[config.mk]
export PLATFORM = sky130hd
export DESIGN_NAME = pe_packetizer
export DESIGN_NICKNAME = d
export VERILOG_FILES = /design/src/rtl/pe_pkg.sv /design/src/rtl/pe_pkt_lane_buf.sv /design/src/rtl/pe_packetizer.sv
export SDC_FILE = /design/constraint.sdc
export NUM_CORES = 1
export LEC_CHECK = 0
export CORE_MARGIN = 1.5
export CORE_UTILIZATION = 28
export CTS_CLUSTER_DIAMETER = 60
export DETAILED_ROUTE_END_ITERATION = 6
export GPL_TIMING_DRIVEN = 0
export PLACE_DENSITY_LB_ADDON = 0.08
export SYNTH_ARGS = -nofsm -noshare
export SYNTH_HDL_FRONTEND = slang
export SYNTH_HIERARCHICAL = 1
export SYNTH_SLANG_ARGS = --single-unit
[constraint.sdc]
create_clock -name clk -period 1.3 [get_ports clk]
set_input_delay 0.39 -clock clk [delete_from_list [all_inputs] [get_ports clk]]
set_output_delay 0.39 -clock clk [all_outputs]
set_load 0.005 [all_outputs]
[src/rtl/pe_pkg.sv]
// Shared types and packet layout helpers for the partial-sum packetizer.
// Optional parity MSB is enabled by defining PE_PKTZ_PARITY_EN.
package pe_pkg;

  typedef enum logic {
    ST_FILL = 1'b0,
    ST_SEND = 1'b1
  } pe_state_e;

  localparam int LANES  = 3;
  localparam int SEQ_W  = 2;
  localparam int LAST_W = 1;
  localparam int TS_W   = 1;
  localparam int DIR_W  = 1;

`ifdef PE_PKTZ_PARITY_EN
  localparam int PAR_W = 1;
`else
  localparam int PAR_W = 0;
`endif

  // Header starts directly above the three lanes.
  function automatic int hdr_off_f(input int fw);
    return LANES * fw;
  endfunction

  function automatic int hdr_w_f(input int hw);
    return DIR_W + 2 * hw + TS_W + LAST_W + SEQ_W;
  endfunction

  function automatic int pkt_w_f(input int fw, input int hw);
    return hdr_off_f(fw) + hdr_w_f(hw) + PAR_W;
  endfunction

endpackage

[src/rtl/pe_pkt_lane_buf.sv]
// Three-lane fill register: words land in lane0, lane1, lane2 in order of arrival.
module pe_pkt_lane_buf
  import pe_pkg::*;
#(
  parameter int FILTER_WIDTH = 8
) (
  input  logic                    clk,
  input  logic                    rst_n,
  input  logic                    wr_en,
  input  logic [FILTER_WIDTH-1:0] wr_data,
  input  logic                    wr_ts,
  input  logic                    clr,
  output logic [FILTER_WIDTH-1:0] lane0,
  output logic [FILTER_WIDTH-1:0] lane1,
  output logic [FILTER_WIDTH-1:0] lane2,
  output logic [1:0]              lane_cnt,
  output logic                    lane0_ts
);

  always_ff @(posedge clk or negedge rst_n) begin
    if (!rst_n) begin
      lane0    <= '0;
      lane1    <= '0;
      lane2    <= '0;
      lane_cnt <= 2'd0;
      lane0_ts <= 1'b0;
    end else if (clr) begin
      // Clearing on transmit keeps unfilled lanes of the next packet at zero.
      lane0    <= '0;
      lane1    <= '0;
      lane2    <= '0;
      lane_cnt <= 2'd0;
      lane0_ts <= 1'b0;
    end else if (wr_en) begin
      case (lane_cnt)
        2'd0: begin
          lane0    <= wr_data;
          lane0_ts <= wr_ts;
        end
        2'd1:    lane1 <= wr_data;
        default: lane2 <= wr_data;
      endcase
      lane_cnt <= lane_cnt + 2'd1;
    end
  end

endmodule

[src/rtl/pe_packetizer.sv]
// Packs up to three partial-sum words into one routed packet with a fixed header.
// Defining PE_PKTZ_PARITY_EN adds an even-parity MSB over the rest of the packet.
module pe_packetizer
  import pe_pkg::*;
#(
  parameter int FILTER_WIDTH = 8,
  parameter int HOP_W        = 2,
  parameter int DIRECTION    = 0,
  parameter int X_HOP        = 0,
  parameter int Y_HOP        = 0
) (
  input  logic                                    clk,
  input  logic                                    rst_n,
  input  logic                                    in_valid,
  output logic                                    in_ready,
  input  logic [FILTER_WIDTH-1:0]                 in_data,
  input  logic                                    in_timestep,
  input  logic                                    in_last,
  output logic                                    pkt_valid,
  input  logic                                    pkt_ready,
  output logic [pkt_w_f(FILTER_WIDTH, HOP_W)-1:0] pkt_data,
  output logic                                    err
);

  localparam int PKT_W  = pkt_w_f(FILTER_WIDTH, HOP_W);
  localparam int BODY_W = hdr_off_f(FILTER_WIDTH) + hdr_w_f(HOP_W);

  pe_state_e state, state_nxt;

  logic                    rdy_en;
  logic [SEQ_W-1:0]        seq;
  logic                    last_hdr;
  logic                    accept;
  logic                    close;
  logic                    send;
  logic [FILTER_WIDTH-1:0] lane0, lane1, lane2;
  logic [1:0]              lane_cnt;
  logic                    lane0_ts;
  logic [BODY_W-1:0]       pkt_body;
  logic [PKT_W-1:0]        pkt_word;

  assign in_ready  = rdy_en && (state == ST_FILL);
  assign pkt_valid = (state == ST_SEND);
  assign accept    = in_valid && in_ready;
  assign close     = accept && (in_last || (lane_cnt == 2'd2));
  assign send      = pkt_valid && pkt_ready;

  pe_pkt_lane_buf #(
    .FILTER_WIDTH(FILTER_WIDTH)
  ) u_lane_buf (
    .clk     (clk),
    .rst_n   (rst_n),
    .wr_en   (accept),
    .wr_data (in_data),
    .wr_ts   (in_timestep),
    .clr     (send),
    .lane0   (lane0),
    .lane1   (lane1),
    .lane2   (lane2),
    .lane_cnt(lane_cnt),
    .lane0_ts(lane0_ts)
  );

  always_ff @(posedge clk or negedge rst_n) begin
    if (!rst_n) state <= ST_FILL;
    else        state <= state_nxt;
  end

  always_comb begin
    state_nxt = state;
    case (state)
      ST_FILL: if (close)     state_nxt = ST_SEND;
      ST_SEND: if (pkt_ready) state_nxt = ST_FILL;
      default:                state_nxt = ST_FILL;
    endcase
  end

  // in_ready is held low until the first clock edge after reset release.
  always_ff @(posedge clk or negedge rst_n) begin
    if (!rst_n) rdy_en <= 1'b0;
    else        rdy_en <= 1'b1;
  end

  always_ff @(posedge clk or negedge rst_n) begin
    if (!rst_n) begin
      last_hdr <= 1'b0;
      seq      <= '0;
      err      <= 1'b0;
    end else begin
      if (close) last_hdr <= in_last;
      if (send)  seq <= last_hdr ? '0 : seq + 1'b1;
      if (accept && (lane_cnt != 2'd0) && (in_timestep != lane0_ts)) err <= 1'b1;
    end
  end

  assign pkt_body = {DIR_W'(DIRECTION), HOP_W'(X_HOP), HOP_W'(Y_HOP),
                     lane0_ts, last_hdr, seq, lane2, lane1, lane0};

`ifdef PE_PKTZ_PARITY_EN
  function automatic logic even_par(input logic [BODY_W-1:0] v);
    return ^v;
  endfunction

  assign pkt_word = {even_par(pkt_body), pkt_body};
`else
  assign pkt_word = pkt_body;
`endif

  // Outside SEND the packet bus is driven to zero so reset and idle read as 0.
  assign pkt_data = (state == ST_SEND) ? pkt_word : '0;

endmodule

Word-level counts from Yosys, hierarchy flattened

Index checks and enable logic that the tools add are counted.
Widths: inputs -> output; s select.

Register bits after elaboration: 33
Latch bits: 0
RAM bits: 0
Bits in read-only memories: 0
Input port bits: 14
Logic and storage cells: 52
Memories kept: 0

Add/subtract/negate cells: 2
Multiply operators: 0
Div/mod/pow operators: 0
$lt $le $gt $ge: 0
Equality and inequality tests: 4
Shifts and indexed selects: 0
Multiplexer cells: 19
Bitwise gates (word level): 1
Reductions and logical operators: 16

Operators by type and width:

| cell                | number |
|---|---|
| $mux 8              | 9 |
| $mux 28             | 1 |
| $reduce_bool 2->1   | 4 |
| $logic_and 1x1->1   | 6 |
| $mux 2              | 3 |
| $reduce_and 2->1    | 3 |
| $mux 1              | 5 |
| $add 2x1->2 const B | 2 |
| $eq 2x1->1 const B  | 1 |
| $eq 2x2->1 const B  | 1 |
| $logic_not 2->1     | 1 |
| $ne 2x1->1 const B  | 1 |
| $pmux 1 s2          | 1 |
| $reduce_or 2->1     | 1 |
| $logic_or 1x1->1    | 1 |
| $ne 1x1->1          | 1 |
| $not 1->1           | 1 |

Logic depth before layout (Yosys ltp)

Gate-level depths: netlist (run 1).

Word-level depth: 6
Gate-level depth with buffers: 6

By module

Netlist (run 1), hierarchy kept.

By module, submodules not included:

| module          | times used | cells each | area an instance (um^2) | sequential area each (um^2) |
|---|---|---|---|---|
| pe_pkt_lane_buf | 1          | 123        | 1372.6                  | 675.6 |
| pe_packetizer   | 1          | 65         | 510.5                   | 150.1 |

Worst setup path before layout (run 1)

No wires, ideal clock.

Path kind: flip-flop to flip-flop
Start: register state (netlist: pkt_valid)
End: register u_lane_buf.lane2[0]
Data arrival time: 1340 ps
Required time: 1221 ps
Setup slack: -120 ps
Stages on the path, launching flop included: 7
Buffers on the path: 3
Period minus slack after synthesis: 1420 ps
Path through: dfrtp_1 > and3b_1 > buf_6 > buf_6 > nor3b_2 > buf_6 > mux2i_1

Word-level cells in the longest chain between the ends: 5

Ends and longest elaborated chain:

| what                        | line                  | source |
|---|---|---|
| start, declared             | pe_packetizer.sv:28   | `pe_state_e state, state_nxt;` |
| start signal, assigned      | pe_packetizer.sv:66   | `else state <= state_nxt;` |
| $not 1->1                   | pe_packetizer.sv:42   | `assign in_ready = rdy_en && (state == ST_FILL);` |
| $logic_and 1x1->1           | pe_packetizer.sv:42   |  |
| $logic_and 1x1->1           | pe_packetizer.sv:44   | `assign accept = in_valid && in_ready;` |
| named net accept            | pe_packetizer.sv:33   | `logic accept;` |
| $reduce_bool 2->1 (no line) | n/a                   |  |
| $reduce_and 2->1 (no line)  | n/a                   |  |
| end signal, assigned        | pe_pkt_lane_buf.sv:41 | `default: lane2 <= wr_data;` |
| end, declared               | pe_pkt_lane_buf.sv:15 | `output logic [FILTER_WIDTH-1:0] lane2,` |

The timed path passes the listed nets, and every way through them passes these cells.
A chain may end at the register's enable or synchronous reset.

Worst setup path in the final report (run 1)

Start: register state (netlist: pkt_valid)
End: output pkt_data[22]

Word-level cells in the longest chain between the ends: 1

Ends and longest elaborated chain:

| what          | line                 | source |
|---|---|---|
| $mux 28       | pe_packetizer.sv:110 | `assign pkt_data = (state == ST_SEND) ? pkt_word : '0;` |
| end, declared | pe_packetizer.sv:21  | `output logic [pkt_w_f(FILTER_WIDTH, HOP_W)-1:0] pkt_data,` |

No other way between the ends.

==> flow_summary_export.csv, run 1 <==
group,metric,value,unit
sta,timing.final.crit_share,1.33,
job,cap_violations,0,
yosys,synth.distinct_cells,29,
sta,fmax,580,MHz
yosys,yosys.area_share.simple,0.230,
pwr,p_leak,1.38,nW
floorplan,dieArea,7230,um^2
placement,post-dp-hpwl,3.25,mm
final_layout,fillerInstances,618,
pwr,power,0.00500,W
placement,dpl_worst_slack,-0.623,ns
sta,relSlewSlack,0.479,
yosys,seq_area_frac_synth,0.439,
routing,wl_per_cell,14.9,um
critical_path,slowest_delay,0.45,ns
worst_hold_path,hold_path_class,"primary input to async pin",
cts,clk_latency,0.29,ns
global_route,grt_remaining_overflow,0,
final_layout,syn_to_final_growth,63.2,%
critical_path,critical_path_arrival,1.33,ns
critical_path,cp_common_cell,"buf_6",
yosys,synth_fa_ha_area_frac,0.0133,
floorplan,rows,29,
routing,viasPerCell,4.54,
sta,drv_slew,0,
sta,tightest_slew,0.782,ns
cts,cts_buffer_depth,2,
sta,rsz0062_at_grt,"yes",
routing,vias,1552,
sta,timing.setup.tns,-15.85,ns
critical_path,required,0.91,ns
status,outcome,"complete, but fails checks",
critical_path,path_max_fanout,5,
yosys,synth_compound_area_frac,0.161,
placement,io_buffers,44,
cts,htree_levels,2,
yosys,synth_area,1880,um^2
global_route,grt_max_degree,34,
global_route,grt_pass1_wl,7.94,mm
cts,cts_buffers,5,
critical_path,rr_worst_depth,5,
final_layout,register_area,828,um^2
cts,clock_sinks,33,
cts,cts-root-buf,"clkbuf_8",
sta,clock_skew,0.00296,ns
yosys,ys_ff_latch,33,
critical_path,critPathKind,"register to primary output",
pwr,vdd_drop_max,0.618,mV
critical_path,start_kind,"register",
sta,hold_viol_final,0,
final_layout,stdcell_count,342,
yosys,synth_xor_area_frac,0.00930,
pwr,p_per_area,1630,nW/um^2
global_route,grt_antenna_before_repair,0,
critical_path,slowest_stage,"dfrtp_2",
final_layout,nets,280,
critical_path,r2r_slack,-0.29,ns
critical_path,crit_path_cell_trace,"buf_12, buf_8, buf_6, and2_4, buf_6",
global_route,grtUsageTotal,0.142,
status,violations,"DRC, setup timing",
floorplan,io_pins,50,
placement,place_inst,313,
sta,setup_viol,59,
cts,ctsHoldBuffers,0,
critical_path,cp-end-kind,"primary output",
routing,drt_wl_total,5.10,mm
routing,drt_first_pass_iters,6,
floorplan,fp.dieH,85.0,um
yosys,synth_area_per_cell,10.0,um^2
floorplan,coreArea,6420,um^2
cts,clk_pin_slew_worst_paths,0.07,ns
yosys,synthCells,188,
sta,min_period,1.72,ns
routing,drt_iter0_drc,83,
routing,ant_nets,0,
routing,drc,3,
yosys,synthMuxAreaShare,0.0478,
final_layout,layout-drive-gt1-share,0.596,
sta,finalWorstSetupSlack,-0.425,ns
floorplan,start_util,0.293,
placement,gpl.final_weighted_congestion,0.723,
yosys,synth_top_family_by_area,"simple AND/OR/NAND/NOR gates",
cts,tritoncts,"built",
global_route,grt_pass1_vias,1544,
floorplan,fp.dieW,85.0,um
yosys,ys_warn_count,6,
final_layout,multi_input_area,1130,um^2
final_layout,antenna_cells,0,
## placed cells by master (no fill, tap or decap), drive strengths merged, types with 2 or more instances in the layout
| cell type | netlist | final |
|---|---|---|
| a21oi | 18 | 18 |
| buf | 19 | 68 |
| a21bo | 17 | 17 |
| conb | 2 | 6 |
| ha | 2 | 2 |
| inv | 5 | 5 |
| clkdlybuf4s50 | 0 | 12 |
| dfrtp | 33 | 33 |
| nand3 | 17 | 17 |
| clkbuf | 2 | 13 |
| mux2i | 9 | 9 |
| nor2b | 2 | 2 |
| and2 | 27 | 27 |
| nand2b | 17 | 17 |
| nor2 | 3 | 3 |
| o21ai | 4 | 4 |
| nand2 | 3 | 3 |
## layer usage
metal  global-route usage  up-vias  share of wire
met2                0.233       45           0.48
met3               0.0331        5          0.053
li1                     -      769              -
met4               0.0447        0         0.0092
met1                0.187      733           0.46
met5                    0        -              0
## state kept, by name, summed over array words and instances, names as in the netlist
register	flops
seq	2
pkt_valid	1
rdy_en	1
u_lane_buf/lane1	8
u_lane_buf/lane0	8
err	1
last_hdr	1
u_lane_buf/lane0_ts	1
u_lane_buf/lane2	8
u_lane_buf/lane_cnt	2
## final timing paths
| path | end | from |
|---|---|---|
| hold / removal | u_lane_buf/lane2[3] | rst_n |
| max in group asynchronous | u_lane_buf/lane_cnt[0] | rst_n |
| min in group clk | err | err |
| setup / recovery | pkt_data[22] | pkt_valid |
| hold reg to reg | err | err |
| setup reg to reg | u_lane_buf/lane2[6] | pkt_valid |
## cell usage after synthesis, drive strengths merged
library cell | n | area, um^2
a21bo | 17 | 170
a21oi | 18 | 97.6
a22o | 1 | 8.76
and2 | 27 | 169
and3b | 1 | 8.76
and4b | 1 | 10.0
buf | 19 | 153
clkbuf | 2 | 8.75
conb | 2 | 7.51
dfrtp | 33 | 826
ha | 2 | 25.0
inv | 5 | 18.8
mux2i | 9 | 90.1
nand2 | 3 | 11.3
nand2b | 17 | 106
nand3 | 17 | 85.1
nor2 | 3 | 11.3
nor2b | 2 | 12.5
nor3b | 1 | 12.5
o211ai | 1 | 7.51
o21ai | 4 | 20.0
or3 | 1 | 6.26
xnor2 | 1 | 8.76
xor2 | 1 | 8.76
## power breakdown
part,internal [W],switching [W],leakage [nW],total (W)
registers,0.00147,0.000274,0.422,0.00174
clock network,0.000381,0.000375,0.0395,0.000756
logic,0.00145,0.00104,0.920,0.00250
## final cells by class
class	instances	area share
buffer	18	0.0603
clock buffer	8	0.0261
sequential	33	0.270
tap	77	0.0314
multi-input combinational	133	0.369
timing repair buffer	68	0.237
inverter	5	0.00692
## worst max-delay path, delay by kind of cell (launching register included)
| family | cells | cell delay, ns |
|---|---|---|
| simple gates | 1 | 0.13 |
| buf+inv | 4 | 0.47 |
| flops | 1 | 0.45 |
## through the flow
stage               area, um^2   util  hold slack (ns)
floorplan                 1900      -           0.0944
global placement          2430  0.379            0.455
detailed placement        2430  0.378            0.451
CTS                       2770  0.432            0.217
global route              3070  0.478            0.246
finish                    3070  0.478            0.181
## cell families (layout without fill, tap and decap cells)
| logic type | Yosys count | in the layout |
|---|---|---|
| fa+ha+maj | 2 | 2 |
| other cells | 2 | 6 |
| xor+xnor | 2 | 2 |
| simple gates | 73 | 73 |
| flops | 33 | 33 |
| compound gates | 41 | 41 |
| buf+inv | 26 | 99 |
| mux | 9 | 9 |
## timing repair
action | CTS | global route
pin swaps | 7 | 15
gates cloned | 4 | 1
setup endpoints to repair | 58 | 60
gates resized for setup | 179 | 73
setup buffers | 16 | 5
No activity file was read; power rests on OpenSTA's default activity.
==> inputs of run 2 (changes only) <==
--- a/config.mk
+++ b/config.mk
@@ -5,12 +5,14 @@
 export SDC_FILE = /design/constraint.sdc
 export NUM_CORES = 1
 export LEC_CHECK = 0
+export CAP_MARGIN = 10
 export CORE_MARGIN = 1.5
-export CORE_UTILIZATION = 28
+export CORE_UTILIZATION = 44
 export CTS_CLUSTER_DIAMETER = 60
 export DETAILED_ROUTE_END_ITERATION = 6
 export GPL_TIMING_DRIVEN = 0
 export PLACE_DENSITY_LB_ADDON = 0.08
+export SKIP_LAST_GASP = 1
 export SYNTH_ARGS = -nofsm -noshare
 export SYNTH_HDL_FRONTEND = slang
 export SYNTH_HIERARCHICAL = 1
==> flow_summary_export.csv, run 2 (synthesis gave the netlist of run 1 again) <==
group,metric,value,unit
critical_path,crit_path_cell_trace,"buf_6, buf_6, buf_8, and2_4, buf_6",
final_layout,layout-drive-gt1-share,0.506,
critical_path,critPathKind,"register to primary output",
global_route,grt_remaining_overflow,0,
sta,clock_skew,0.00862,ns
cts,clk_latency,0.29,ns
placement,post-dp-hpwl,2.86,mm
job,cap_violations,0,
worst_hold_path,hold_path_class,"primary input to async pin",
pwr,vdd_drop_max,1.04,mV
sta,finalWorstSetupSlack,-0.436,ns
global_route,grt_antenna_before_repair,0,
status,violations,"setup timing",
routing,vias,1563,
floorplan,io_pins,50,
critical_path,cp_common_cell,"buf_6",
critical_path,required,0.91,ns
floorplan,dieArea,4680,um^2
cts,ctsHoldBuffers,0,
floorplan,fp.dieW,68.4,um
routing,drt_first_pass_iters,4,
placement,gpl.final_weighted_congestion,0.774,
placement,dpl_worst_slack,-0.630,ns
routing,drt_iter0_drc,37,
critical_path,startpoint,"pkt_valid",
pwr,p_leak,1.36,nW
critical_path,path_max_fanout,5,
final_layout,fillerInstances,326,
sta,tightest_slew,0.733,ns
floorplan,start_util,0.464,
final_layout,largestRegisters,"u_lane_buf/lane0 (8), u_lane_buf/lane1 (8), u_lane_buf/lane2 (8)",
cts,clk_pin_slew_worst_paths,0.07,ns
sta,timing.hold.ws,0.163,ns
placement,io_buffers,44,
sta,min_period,1.74,ns
sta,fmax,576,MHz
floorplan,rows,23,
pwr,p_per_area,1670,nW/um^2
sta,relSlewSlack,0.511,
global_route,grt_pass1_vias,1417,
final_layout,final_common_cell,"buf_6",
critical_path,critical_path_arrival,1.35,ns
critical_path,slowest_delay,0.45,ns
floorplan,fp.dieH,68.4,um
pwr,power,0.00481,W
final_layout,final_cell_mix,"37 x buf_6, 32 x dfrtp_1, 21 x and2_4",
cts,tritoncts,"built",
routing,drc,0,
cts,htree_levels,2,
routing,viasPerCell,4.96,
global_route,grt_pass1_wl,6.98,mm
final_layout,antenna_cells,0,
critical_path,start_kind,"register",
routing,drt_wl_total,4.71,mm
final_layout,syn_to_final_growth,52.8,%
critical_path,slowest_stage,"dfrtp_2",
routing,ant_nets,0,
cts,clock_sinks,33,
global_route,grt_max_degree,34,
sta,timing.final.crit_share,1.34,
critical_path,cp-end-kind,"primary output",
sta,rsz0062_at_grt,"yes",
sta,setup_viol,58,
final_layout,utilization,0.709,
global_route,grtUsageTotal,0.210,
floorplan,coreArea,4060,um^2
final_layout,nets,280,
sta,hold_viol_final,0,
critical_path,reg2reg_from,"pkt_valid",
cts,cts_buffers,5,
cts,cts_buffer_depth,2,
cts,cts-root-buf,"clkbuf_8",
routing,wl_per_cell,14.9,um
status,outcome,"complete, but fails checks",
sta,drv_slew,0,
run 2: cell count changes in the layout (fill, tap and decap cells not counted), sizes merged:
cell / change
clkbuf: -4
clkdlybuf4s15: +2
bufbuf: +1
clkinv: +1
run 2: metal layers:
metal | GRT usage | wire length, um | vias up
met5 | 0 | 0 | -
met4 | 0.0875 | 65 | 0
met3 | 0.0428 | 196 | 6
met2 | 0.325 | 2300 | 42
met1 | 0.285 | 2140 | 753
li1 | - | - | 762
run 2: final timing paths:
kind,to,slack (ns),cells past startpoint
setup / recovery,pkt_data[16],-0.44,5
hold / removal,u_lane_buf/lane1[0],0.16,1
setup reg to reg,u_lane_buf/lane2[0],-0.37,7
hold reg to reg,err,0.47,1
max in group asynchronous,pkt_valid,0.62,1
min in group clk,err,0.47,1
run 2: stage by stage:
stage	instance area [um^2]	std cells	setup TNS [ns]
floorplan	1900	192	-1.01
global placement	2400	286	-54.09
detailed placement	2400	286	-26.66
CTS	2690	313	-20.71
global route	2880	315	-22.56
finish	2880	315	-19.85
run 2: where the power goes:
part / total, W / internal [W] / leakage, nW / switching (W)
Combinational: 0.00222 / 0.00131 / 0.887 / 0.000911
Sequential: 0.00174 / 0.00147 / 0.423 / 0.000271
Clock: 0.000856 / 0.000479 / 0.0542 / 0.000378
run 2: area by class of cell:
type                       instances  area (um^2)  area share
sequential                        33          827       0.288
tap                               50         62.6      0.0217
clock buffer                       7         96.3      0.0335
clock inverter                     1         5.00     0.00174
inverter                           5         21.3     0.00739
buffer                            21          204      0.0709
multi-input combinational        133         1000       0.348
timing repair buffer              65          659       0.229
run 2: timing repair:
item	4_1_cts	5_1_grt
setup endpoints to repair	58	59
pin swaps	1	3
resized for setup	158	45
setup buffers	15	3
gates cloned	4	0
run 2: worst max-delay path, delay by kind of cell (launching register included):
kind	cells	cell delay (ns)
buffers and inverters	4	0.49
AND/OR/NAND/NOR	1	0.13
flip-flops	1	0.45
